--- src/rtl/tdm_mux_pkg.sv ---
// Shared constants for the time-division channel multiplexer.
package tdm_mux_pkg;
  localparam logic MODE_MANUAL = 1'b0;
  localparam logic MODE_SCAN   = 1'b1;
endpackage

--- src/rtl/rr_pick.sv ---
// Combinational round-robin picker: first asserted req at or after ptr, wrapping modulo N.
module rr_pick #(
  parameter int N = 8,
  localparam int SEL_W = (N > 1) ? $clog2(N) : 1
) (
  input  logic [N-1:0]     req,
  input  logic [SEL_W-1:0] ptr,
  output logic             found,
  output logic [SEL_W-1:0] idx
);
  logic [SEL_W-1:0] k;

  // Walk offsets from farthest to nearest so the nearest hit is the one left standing.
  always_comb begin
    found = 1'b0;
    idx   = '0;
    k     = '0;
    for (int i = N - 1; i >= 0; i--) begin
      k = SEL_W'((int'(ptr) + i) % N);
      if (req[k]) begin
        found = 1'b1;
        idx   = k;
      end
    end
  end
endmodule

--- src/rtl/tdm_mux_scan.sv ---
// Registered N-channel mux: manual select or round-robin scan over an enable mask,
// with a valid/ready output stage.
module tdm_mux_scan
  import tdm_mux_pkg::*;
#(
  parameter int N_CH  = 8,
  parameter int W     = 8,
  parameter int SEL_W = $clog2(N_CH)
) (
  input  logic                clk,
  input  logic                rst_n,
  input  logic [N_CH*W-1:0]   ch_data,
  input  logic [N_CH-1:0]     ch_en,
  input  logic                mode,
  input  logic [SEL_W-1:0]    sel,
  output logic [W-1:0]        out_data,
  output logic [SEL_W-1:0]    out_ch,
  output logic                out_valid,
  input  logic                out_ready
);
  logic [N_CH-1:0][W-1:0] data_a;
  logic [SEL_W-1:0]       ptr;
  logic                   pick_found;
  logic [SEL_W-1:0]       pick_idx;
  logic [SEL_W-1:0]       src;
  logic [W-1:0]           src_word;
  logic                   sel_ok;
  logic                   load;

  assign data_a = ch_data;
  assign load   = !out_valid || out_ready;
  // sel can only exceed the channel count when N_CH is not a power of two.
  assign sel_ok = (32'(sel) < N_CH);

  rr_pick #(.N(N_CH)) u_pick (
    .req   (ch_en),
    .ptr   (ptr),
    .found (pick_found),
    .idx   (pick_idx)
  );

  always_comb begin
    src      = (mode == MODE_SCAN) ? pick_idx : sel;
    src_word = '0;
    for (int k = 0; k < N_CH; k++)
      if (src == SEL_W'(k)) src_word = data_a[k];
  end

  always_ff @(posedge clk or negedge rst_n) begin
    if (!rst_n) begin
      out_data  <= '0;
      out_ch    <= '0;
      out_valid <= 1'b0;
      ptr       <= '0;
    end else if (load) begin
      if (mode == MODE_SCAN) begin
        if (pick_found) begin
          out_data  <= src_word;
          out_ch    <= pick_idx;
          out_valid <= 1'b1;
          ptr       <= (32'(pick_idx) == N_CH - 1) ? '0 : pick_idx + SEL_W'(1);
        end else begin
          out_valid <= 1'b0;
        end
      end else if (sel_ok) begin
        out_data  <= src_word;
        out_ch    <= sel;
        out_valid <= 1'b1;
      end else begin
        out_valid <= 1'b0;
      end
    end
  end
endmodule

--- config.mk ---
export PLATFORM = sky130hd
export DESIGN_NAME = tdm_mux_scan
export DESIGN_NICKNAME = d
export VERILOG_FILES = /design/src/rtl/tdm_mux_pkg.sv /design/src/rtl/rr_pick.sv /design/src/rtl/tdm_mux_scan.sv
export SDC_FILE = /design/constraint.sdc
export NUM_CORES = 1
export LEC_CHECK = 0
export ABC_AREA = 1
export CAP_MARGIN = 20
export CORE_UTILIZATION = 40
export DETAILED_ROUTE_END_ITERATION = 10
export DONT_BUFFER_PORTS = 1
export SLEW_MARGIN = 10
export SYNTH_ARGS = -nofsm -noshare
export SYNTH_HDL_FRONTEND = slang
export SYNTH_SLANG_ARGS = --single-unit
--- constraint.sdc ---
create_clock -name clk -period 2.5 [get_ports clk]
set_input_delay 0.5 -clock clk [delete_from_list [all_inputs] [get_ports clk]]
set_output_delay 0.5 -clock clk [all_outputs]
set_load 0.05 [all_outputs]
* Word-level counts from Yosys, hierarchy flattened
Index checks and enable logic that the tools add are counted.
** Storage, ports and cells
- Flip-flop bits (word level) :: 15
- Bits of input ports :: 79
- Logic and storage cells :: 82
** Operators by class
- Add/subtract/negate cells :: 8
- Order comparisons :: 8
- Equal/unequal tests :: 9
- Muxes and demuxes :: 48
- Reduce and logical (&&, ||, !) cells :: 5
** Operator list (number)
- 8-bit two-way mux :: 10
- 3-bit two-way mux :: 12
- 3-bit by 4-bit < comparator with 1-bit output (second input constant) :: 8
- 1-bit binary-select mux with 3-bit select :: 8
- 1-bit two-way mux :: 18
- 3-bit == test (second input constant) :: 5
- 3-bit adder (second input constant) :: 4
- 3-bit by 1-bit adder with 3-bit output (second input constant) :: 2
- 3-bit by 2-bit adder with 3-bit output (second input constant) :: 2
- 3-bit by 2-bit == test with 1-bit output (second input constant) :: 2
- 3-bit by 1-bit == test with 1-bit output (second input constant) :: 1
- 3-bit logical NOT :: 1
- 3-bit AND reduction :: 1
- 2-bit by 1-bit inequality test with 1-bit output (second input constant) :: 1
- 2-bit AND reduction :: 1
- 1-bit logical NOT :: 1
- 1-bit logical OR :: 1

* Longest topological paths before layout
- Depth in word-level cells :: 23
- Mapped depth :: 27
- Gate-level depth less buffers :: 25

* Cells and area by module
A second synthesis with hierarchy kept.
** Unflattened totals
- Cell total of the unflattened synthesis :: 328
- Area total of the unflattened synthesis :: 2089.5 um2
** Modules (own cells, without submodules)
- tdm_mux_scan :: times used 1, cells each 206, area an instance 1350.0 um2
- rr_pick :: times used 1, cells each 122, area an instance 739.5 um2

* Least setup slack after synthesis
No wires, ideal clock.
- Kind :: register to register
- Start point :: reg ptr[1]
- End point :: reg out_data[0]
- Data arrival time :: 2.580 ns
- Slack :: -0.198 ns
- Stages on the path, launching flop included :: 25
- Buffers on the path :: 2
- Period minus slack after synthesis :: 2.698 ns
- Cell sequence :: dfrtp_1 buf_4 inv_4 ha_1 buf_2 inv_1 nand3_1 nand3_1 nand2_2 inv_2 nand2_1 nand2_1 nand2_1 nand2_1 nand2_1 nand2_1 nand2_1 nand3_1 nand2_2 nor3_4 inv_2 o21ai_1 inv_1 nand2_1 nand2_1
** Between the ends
- Word-level cells in the longest chain between the ends :: 23
- Elaborated cells on any way between the ends :: 60
- Classes of those cells :: 7 x add/sub; 8 x eq/ne; 43 x mux; 2 x reduce/logical
** Ends and longest elaborated chain
- start: declaration :: line tdm_mux_scan.sv:22 : logic [SEL_W-1:0] ptr;
- start signal: assignment :: line tdm_mux_scan.sv:61 : ptr <= (32'(pick_idx) == N_CH - 1) ? '0 : pick_idx + SEL_W'(1);
- 3-bit adder :: line rr_pick.sv:19 : k = SEL_W'((int'(ptr) + i) % N);
- 1-bit binary-select mux with 3-bit select :: line rr_pick.sv:20 : if (req[k]) begin
- 1-bit two-way mux (not written as such) :: line rr_pick.sv:20
- 3-bit two-way mux (8 in series) :: line rr_pick.sv:20
- 3-bit two-way mux :: line tdm_mux_scan.sv:43 : src = (mode == MODE_SCAN) ? pick_idx : sel;
- 3-bit logical NOT :: line tdm_mux_scan.sv:46 : if (src == SEL_W'(k)) src_word = data_a[k];
- 8-bit two-way mux (8 in series) :: line tdm_mux_scan.sv:46
- 8-bit two-way mux :: line tdm_mux_scan.sv:57 : if (pick_found) begin
- 8-bit two-way mux :: line tdm_mux_scan.sv:56 : if (mode == MODE_SCAN) begin
- end signal: assignment :: line tdm_mux_scan.sv:58 : out_data <= src_word;
- end signal: assignment :: line tdm_mux_scan.sv:66 : out_data <= src_word;
- end: declaration :: line tdm_mux_scan.sv:16 : output logic [W-1:0] out_data,
Several ways; a longest one is shown, not always the timed one. The select of a mux whose other input is x is not followed.
A chain may end at the register's enable or synchronous reset.

* Final worst setup path
- Start point :: reg ptr[0]
- End point :: reg out_data[5]
Same word-level chain as after synthesis.

==> results by group <==
Outcome
  – Status: finished with violations
  – Failing checks: design-rule violations, negative setup slack

Logic synthesis
  – Register bit count reported by yosys: 15
  – Synth Instances: 339
  – Most area-hungry cell type in the Yosys netlist: nand2_1
  – Area contributors post-synth: nand2_1, dfrtp_1, nand3_1, inv_1, nand4_1
  – Synth Net Count: 422
  – Avg Inst Size Synth: 5.64 µm²
  – Yosys top cell area share: 23.4%
  – Synth Cell Area: 1910 µm²
  – Synth warnings: 0
  – Seq/Total Area, Yosys: 19.6%
  – Distinct cells, synth: 28

Global routing
  – Initial antenna violation count: 0
  – Tot GR Track Use: a little under a quarter
  – Vias in the first global route: 2,113
  – GRT overflow: 0
  – First-pass GRT wire length: 9580 µm
  – Pin count of the biggest net entering global routing: 16

Worst setup path
  – Kind of critical path: register to register
  – Worst setup SP type: register
  – Critical Path Start: ptr[0]
  – CP max-delay cell: dfrtp_1
  – WP data required: between 2 and 3 ns
  – Setup crit end kind: register
  – Most common cell type on the critical path: nand2_1
  – Reg-to-reg startpoint: ptr[0]
  – Crit-path max FO: 8
  – R2r setup slk: -0.22 ns
  – Crit path cell chain: buf_4, buf_4, nand2_1, nand3_2, nand3_2, nand2_2, a21oi_1, nand3_1, nand2_1, nand2_1, nand2_1, nand2_2, nand3_1, nand2_1, buf_4, buf_4, nand4_1, nand3_1, nor2_1, nand4_1, nor2_1, nor2_1
  – Slowest stage delay, CP: 0.42 ns
  – Worst Path Arrival: 2.85 ns

Power and ir drop
  – Combinational Power Share: 82.2%
  – Switching power share of the total: 55.3%
  – Internal Power: 2.40 mW
  – Power Density: 1940 nW/µm²
  – Sequential share of power: 14.4%
  – Clock power share: 3.4%
  – Max VDD drop: between 0.9 and 1 mV
  – P_leak: approximately 1.4 nW
  – Sw Pwr: a little under 3 mW

Clocking
  – CTS Buf Count: 3
  – Root Driver: clkbuf_8
  – Clock Pin Slew Worst Setup and Hold Paths: roughly 0.060 ns
  – Max H-tree Level: 1
  – Clk sinks: 15
  – CTS tree: built
  – Maximum root-to-sink buffer count: 2
  – Clock latency on the worst-skew pair: 0.24 ns

Flow run
  – Max Cap Viol: 0

Final layout
  – Share of layout cells above drive strength 1: 39.0%
  – Most common cell after layout, fill and taps aside: nand2_1
  – Final-stage net count: around 480
  – Final Non-Filler Cells: 444
  – Area added between synthesis and finish: 44.9%
  – Diode count: 0
  – Most frequent cells in the layout: nand2_1, buf_4, nand3_1, inv_1, nand2_2

Timing
  – Final WS setup: -0.225 ns
  – Fin Setup TNS: -1.45 ns
  – Max Slew Vio Count: 0
  – Final worst-path cycle share: 109%
  – Worst-Margin Slew: 0.653 ns
  – Unrepaired setup endpoints after global routing: yes
  – Setup violations, final: 8
  – Max Fclk: 367 MHz
  – Relative slew slack: 56.3%
  – Tmin final: 2.72 ns
  – Hold Vio Cnt, Final: 0
  – Setup Skew: 0.00333 ns

Place
  – Final GP Congestion: roughly 0.88
  – Placed insts: approximately 420
  – Port Buf Inserts: 0
  – Post-DP HPWL: 4790 µm

Routing
  – Detailed Routing Iterations Pass 1: 7
  – WL final: 6180 µm
  – DRC: 5
  – Post-DRT Antenna Nets: 0
  – Initial drt markers: 157
  – Via count: 2,382
  – Drt via density: 5.36
  – Routed len/inst: 13.9 µm

Die
  – Die X: 71.1 µm
  – # rows: 24
  – Chip height: 71.1 µm
  – Die area: around 5100 µm²
  – Number of I/O pins: 91
  – Core Region: roughly 4500 µm²
  – Initial Utilization: roughly 43%

Worst hold path
  – Hold_sp: ch_data[63]
  – Worst hold path class: input pin to register
## layout make-up
type                       instances  area, µm²
fill                             411       1710
multi-input combinational        274       1640
timing repair buffer              59        468
sequential                        15        377
inverter                          40        169
tap                               52       65.1
clock buffer                       4       45.0
## worst max-delay path: cells and delay by family (launching register included)
family	cells	cell delay, ns
AO/OA/AOI/OAI	1	0.12
buffers and inverters	4	0.62
flip-flops	1	0.42
AND/OR/NAND/NOR	17	1.44
## flip-flops by register name, indices dropped and copies added, names as in the netlist
| signal | cells |
|---|---|
| out_valid | 1 |
| ptr | 3 |
| out_data | 8 |
| out_ch | 3 |
## per-layer routing
layer / up-vias / routed length (µm) / track usage (%)
li1: 1219 / - / -
met1: 1069 / 2790 / 34.7
met2: 84 / 2830 / 37.2
met3: 10 / 477 / 3.70
met4: 0 / 83 / 4.22
met5: - / 0 / 0
## worst paths after layout
path,endpoint,cells past startpoint
max,out_data[5],22
min,out_data[7],4
max reg2reg,out_data[5],22
min reg2reg,ptr[0],3
max in group asynchronous,ptr[1],1
min in group asynchronous,ptr[0],1
## cells in the mapped netlist (all sizes together)
cell / count
clkinv: 1
a21oi: 14
nor2: 29
nand3: 61
nand2: 128
nor4: 1
nand4: 19
o31ai: 1
o21ai: 9
buf: 8
inv: 39
ha: 4
or2: 3
nor3: 5
clkbuf: 2
dfrtp: 15
## repair_timing
| action | 4_1_cts | 5_1_grt |
|---|---|---|
| resized for setup | 18 | 60 |
| endpoints found under the setup margin | 10 | 14 |
| buffers inserted | 7 | 9 |
| hold buffers | 1 | 0 |
| pin swaps | 16 | 26 |
| hold endpoints to repair | 15 | 0 |
## logic make-up (layout without fill, tap and decap cells)
kind of cell               after synthesis  after routing  share of synthesized area (%)
buffers and inverters                   50            103                           11.5
and+or+nand+nor                        246            246                           59.8
DFF                                     15             15                           19.6
AOI/OAI and AO/OA                       24             24                           6.42
adders and majority gates                4              4                           2.62
## through the flow
step | cell area (µm²) | hold slack (ns) | total power [mW] | worst slack, ns | utilization (%)
floorplan | 1980 | 0.204 | 3.12 | -0.0292 | -
global placement | 2290 | 0.205 | 4.20 | -0.241 | 51.2
detailed placement | 2290 | 0.205 | 4.23 | -0.273 | 51.2
CTS | 2460 | 0.480 | 4.74 | -0.194 | 55.1
global route | 2770 | 0.496 | 5.90 | -0.451 | 61.9
finish | 2770 | 0.480 | 5.38 | -0.225 | 61.9
## power groups by stage
stage | Sequential, mW | Clock (mW) | Combinational, mW
final | 0.775 | 0.184 | 4.42
after global routing | 0.788 | 0.201 | 4.91
after CTS | 0.776 | 0.189 | 3.77
after detailed placement | 0.777 | 0 | 3.45
after global placement | 0.778 | 0 | 3.42
after floorplan | 0.744 | 0 | 2.38
Power figures use the tool's default switching activity.
